File: src/rtl/mfu_pkg.sv
// Shared opcode definitions for the mfu and the blocks that feed it.
// OP_W is the opcode width carried per requester.
package mfu_pkg;

   localparam int OP_W = 3;

   typedef enum logic [OP_W-1:0] {
      OP_AND  = 3'b000,
      OP_OR   = 3'b001,
      OP_NOTA = 3'b010,
      OP_NAND = 3'b011,
      OP_NOR  = 3'b100,
      OP_XOR  = 3'b101,
      OP_XNOR = 3'b110,
      OP_RSVD = 3'b111
   } mfu_op_e;

endpackage

File: src/rtl/mfu.sv
// Single-bit multi-function logic unit, purely combinational.
// The reserved opcode yields y=0 and raises err.
module mfu
   import mfu_pkg::*;
(
   input  logic            a,
   input  logic            b,
   input  logic [OP_W-1:0] sel,
   output logic            y,
   output logic            err
);

   always_comb begin
      y   = 1'b0;
      err = 1'b0;
      unique case (mfu_op_e'(sel))
         OP_AND:  y = a & b;
         OP_OR:   y = a | b;
         OP_NOTA: y = ~a;
         OP_NAND: y = ~(a & b);
         OP_NOR:  y = ~(a | b);
         OP_XOR:  y = a ^ b;
         OP_XNOR: y = ~(a ^ b);
         OP_RSVD: err = 1'b1;
      endcase
   end

endmodule

File: src/rtl/mfu_rr_sched.sv
// Round-robin scheduler sharing one mfu among NUM_REQ requesters,
// with a single registered response slot (1-cycle latency).
module mfu_rr_sched
   import mfu_pkg::*;
#(
   parameter int NUM_REQ = 4
) (
   input  logic                       clk,
   input  logic                       rst_n,
   input  logic [NUM_REQ-1:0]         req_valid,
   output logic [NUM_REQ-1:0]         req_ready,
   input  logic [NUM_REQ-1:0]         req_a,
   input  logic [NUM_REQ-1:0]         req_b,
   input  logic [OP_W*NUM_REQ-1:0]    req_sel,
   output logic                       rsp_valid,
   input  logic                       rsp_ready,
   output logic                       rsp_y,
   output logic [$clog2(NUM_REQ)-1:0] rsp_id,
   output logic                       rsp_err
);

   localparam int IDW = $clog2(NUM_REQ);

   // Returns {found, index}; search starts just after the last grant.
   function automatic logic [IDW:0] rr_pick(
      input logic [NUM_REQ-1:0] v,
      input logic [IDW-1:0]     last
   );
      logic [IDW:0]   pick;
      logic [IDW-1:0] jj;
      int             j;
      pick = '0;
      for (int i = NUM_REQ; i >= 1; i--) begin
         j  = (int'(last) + i) % NUM_REQ;
         jj = IDW'(j);
         if (v[jj]) pick = {1'b1, jj};
      end
      return pick;
   endfunction

   logic [IDW-1:0]  last_grant;
   logic [IDW:0]    pick;
   logic [IDW-1:0]  gidx;
   logic            load;
   logic            xfer;
   logic            mux_a;
   logic            mux_b;
   logic [OP_W-1:0] mux_sel;
   logic            mfu_y;
   logic            mfu_err;
   logic [OP_W-1:0] sel_arr [NUM_REQ];

   for (genvar g = 0; g < NUM_REQ; g++) begin : g_sel
      assign sel_arr[g] = req_sel[g*OP_W +: OP_W];
   end

   assign load    = !rsp_valid || rsp_ready;
   assign pick    = rr_pick(req_valid, last_grant);
   assign gidx    = pick[IDW-1:0];
   assign xfer    = rst_n && load && pick[IDW];
   assign mux_a   = req_a[gidx];
   assign mux_b   = req_b[gidx];
   assign mux_sel = sel_arr[gidx];

   always_comb begin
      req_ready = '0;
      if (xfer) req_ready[gidx] = 1'b1;
   end

   mfu u_mfu (
      .a   (mux_a),
      .b   (mux_b),
      .sel (mux_sel),
      .y   (mfu_y),
      .err (mfu_err)
   );

   always_ff @(posedge clk or negedge rst_n) begin
      if (!rst_n) begin
         rsp_valid  <= 1'b0;
         rsp_y      <= 1'b0;
         rsp_err    <= 1'b0;
         rsp_id     <= '0;
         last_grant <= IDW'(NUM_REQ - 1);
      end else if (xfer) begin
         rsp_valid  <= 1'b1;
         rsp_y      <= mfu_y;
         rsp_err    <= mfu_err;
         rsp_id     <= gidx;
         last_grant <= gidx;
      end else if (rsp_ready) begin
         rsp_valid  <= 1'b0;
      end
   end

endmodule

File: config.mk
export PLATFORM = sky130hd
export DESIGN_NAME = mfu_rr_sched
export DESIGN_NICKNAME = d
export VERILOG_FILES = /design/src/rtl/mfu_pkg.sv /design/src/rtl/mfu.sv /design/src/rtl/mfu_rr_sched.sv
export SDC_FILE = /design/constraint.sdc
export NUM_CORES = 1
export LEC_CHECK = 0
export CAP_MARGIN = 5
export CORE_UTILIZATION = 40
export CTS_BUF_LIST = sky130_fd_sc_hd__clkbuf_8
export CTS_CLUSTER_DIAMETER = 60
export DETAILED_ROUTE_END_ITERATION = 10
export PLACE_DENSITY = 0.9
export SLEW_MARGIN = 20
export SYNTH_ARGS = -nofsm -noshare
export SYNTH_HDL_FRONTEND = slang
export SYNTH_HIERARCHICAL = 1
export SYNTH_SLANG_ARGS = --single-unit
export TNS_END_PERCENT = 1
File: constraint.sdc
create_clock -name clk -period 6.5 [get_ports clk]
set_clock_uncertainty 0.15 [all_clocks]
set_input_delay 1.3 -clock clk [delete_from_list [all_inputs] [get_ports clk]]
set_output_delay 1.3 -clock clk [all_outputs]
set_load 0.05 [all_outputs]
==> impl_metrics.yaml <==
yosys:
  syn_inst: 69
  synth_area_um2: 649
  synth_top_area_cell: "mux2i_1"
  synth-edff-count: 0
  ys_seq_area_share_pct: 27.4
  synth_ff_type: "dfrtp_1"
  synth-seq-cells: 7
  syn_area_per_cell_um2: 9.41
  yosys_warnings: 6
  async_flop_share_pct: 100
  synthTopCellsByArea: "mux2i_1 (23%), dfrtp_1 (19%), mux2_2 (8.7%)"
  synth.most_common_cell: "mux2i_1"
  synth_top_cell_area_share_pct: 23.1
  ys_types: 23
  netlist_top_cells_count: "mux2i_1 (15), inv_1 (7), nor2b_1 (7)"
  syn_nets: 98
floorplanning:
  fp.dieArea_um2: 1790
  fp-row-count: 14
  num_io_pins: 36
  die_h_um: 42.3
  die_w_um: 42.3
  start_util_pct: 43.1
  core_um2: 1510
worst_setup_path:
  rrSetupSlack_ns: 3.58
  r2r_start: "last_grant[0]$_DFFE_PN1P_"
  crit_arrival_ns: 3.61
  worstSetupStartpointType: "input port"
  crit_buf_inv: 2
  slowest_delay_ns: 0.80
  required_ns: 5.05
  worstSetupEndpointType: "output port"
  crit_slowest_cell: "clkdlybuf4s50_1"
  critical-path-top-delay-family: "buffers and inverters"
  r2r_end: "rsp_y$_DFFE_PN0P_"
  path_cells: "clkdlybuf4s50_1 -> o41ai_1 -> a21oi_2 -> nand2_1 -> nor2b_1 -> clkdlybuf4s50_1"
  worstRegToRegCells: 9
  timing.critical_path.mode_cell: "clkdlybuf4s50_1"
  worstSetupPathType: "input port to output port"
  cp_max_fo: 8
detailed_routing:
  wl_per_cell_um: 14.0
  firstDrtPassIters: 4
  viasPerCell: 5.35
  postRouteAntennaNets: 0
  drtIter0Drc: 8
  via_count: 658
  routed_wl_um: 1720
  drc: 0
cells_and_area:
  n_fill_cell: 121
  antennaDiodeCount: 0
  fin_cells: 123
  seq_area_um2: 178
  drive_above_1_share_pct: 12.1
  fin_area_um2: 1060
  multi_input_area_um2: 429
  area_delta_synth_final_pct: 62.6
  nets: 137
  post-route-util_pct: 70.1
worst_hold_path:
  holdPathStages: 1
  min_to: "rsp_err$_DFFE_PN0P_"
  worstHoldStart: "rsp_err$_DFFE_PN0P_"
  hold_class: "flip-flop to flip-flop"
cts:
  cts_root_buf: "clkbuf_8"
  clock_path_buffers: 2
  cts.hold.buffers_added: 0
  cts_max_level: 1
  cts.sinks: 7
  postCtsSetupBuffers: 0
  cts_buffers: 3
  tritoncts: "done"
  clk_pin_slew_ns: 0.04
  clock_latency_ns: 0.23
  cts_resized: 0
place:
  place.gp.congestion: 0.741
  place_inst: 119
  dp_hpwl_um: 1380
  io_buffers: 35
  dpl_cell_area_um2: 1010
flow_run:
  max_cap_violations: 0
power_and_ir_drop:
  p_clk_share_pct: 16.6
  power_frac_seq_pct: 20.3
  combPwrFrac_pct: 63.1
  p_leak_nw: 0.470
  p_sw_share_pct: 42.9
  p_sw_mw: 0.152
  power.internal_mw: 0.203
  ir_drop_v: 0.000278
  power_density_nw_per_um2: 336
sta:
  finalSetupTns_ns: 0
  worstMarginPinSlew_ns: 0.565
  setup_viol: 0
  fmax_mhz: 198
  hold_viol_final: 0
  slew_violations: 0
  rsz0062_at_grt: "false"
  fin_crit_ns: 5.06
  slew_headroom_pct: 61.2
  period_share_pct: 77.9
grt:
  grt_max_degree: 13
  grt_pass1_wl_um: 2940
  grt_overflow: 0
  antenna_found_initial: 0
  grt_pass1_vias: 658
  grt_use_total_pct: 21.9
outcome:
  status: "finished clean"
==> layout by cell type, fill, tap and decap left out, drive strengths merged <==
| cell | count |
|---|---|
| clkdlybuf4s50 | 35 |
| mux2i | 15 |
| inv | 8 |
| nor2b | 7 |
| o21ai | 6 |
| mux2 | 5 |
| dfrtp | 5 |
| nor2 | 4 |
| clkbuf | 3 |
| nand2b | 2 |
| nand2 | 2 |
| dfstp | 2 |
| ha | 2 |
| o221a | 2 |
| or3b | 1 |
| o311ai | 1 |
| o41ai | 1 |
| a21oi | 1 |
| buf | 1 |
| a211oi | 1 |
| o221ai | 1 |
| o31a | 1 |
| and3 | 1 |
==> final cells by class <==
class	instances	share of cell area, %
Multi-Input combinational cell	53	40.6
Tap cell	16	1.90
Timing Repair Buffer	36	33.9
Inverter	7	2.49
Clock buffer	3	3.91
Sequential cell	7	16.8
Clock inverter	1	0.355
==> stage by stage <==
| step | total power [mW] | hold WS [ns] | setup slack (ns) |
|---|---|---|---|
| finish | 0.355 | 0.371 | 1.44 |
| global route | 0.377 | 0.391 | 1.23 |
| CTS | 0.356 | 0.372 | 1.42 |
| detailed placement | 0.295 | 0.358 | 1.41 |
| global placement | 0.286 | 0.351 | 1.46 |
| floorplan | 0.230 | 0.335 | 2.42 |
==> layer usage <==
metal	up-vias	wire length, um	track usage, %	part of all wire [%]
li1	327	-	-	-
met1	317	681	25.1	40
met2	12	974	40.9	57
met3	2	41	3.88	2.4
met4	0	21	6.25	1.2
met5	-	0	0	0
==> power by group through the flow <==
stage	Combinational, mW	Sequential (mW)	Clock (mW)
floorplan	0.123	0.107	0
global placement	0.215	0.0714	0
detailed placement	0.222	0.0727	0
CTS	0.224	0.0725	0.0592
global route	0.241	0.0739	0.0625
finish	0.224	0.0720	0.0591
==> worst max path at each step <==
stage                 start            to  slack (ns)  cells after the start
2_1_floorplan  req_valid[1]  req_ready[1]        2.42                      4
4_1_cts               rst_n  req_ready[3]        1.42                      6
6_report              rst_n  req_ready[3]        1.44                      6
3_5_place_dp          rst_n  req_ready[3]        1.41                      6
3_3_place_gp          rst_n  req_ready[3]        1.46                      6
5_1_grt               rst_n  req_ready[3]        1.23                      6
==> kinds of logic (layout without fill, tap and decap cells) <==
kind of cell / count (synthesis) / in the layout / share of synthesized area (%)
flip-flops: 7 / 7 / 27.4
AO/OA/AOI/OAI: 14 / 14 / 16.0
multiplexers: 20 / 20 / 31.8
adder cells (fa/ha/maj): 2 / 2 / 3.85
AND/OR/NAND/NOR: 17 / 17 / 14.5
buffers and inverters: 9 / 47 / 6.55
==> registers in the layout, indices dropped and copies added (netlist names) <==
name / cells
last_grant: 2
rsp_err: 1
rsp_id: 2
rsp_valid: 1
rsp_y: 1
No activity file was read; power rests on OpenSTA's default activity.
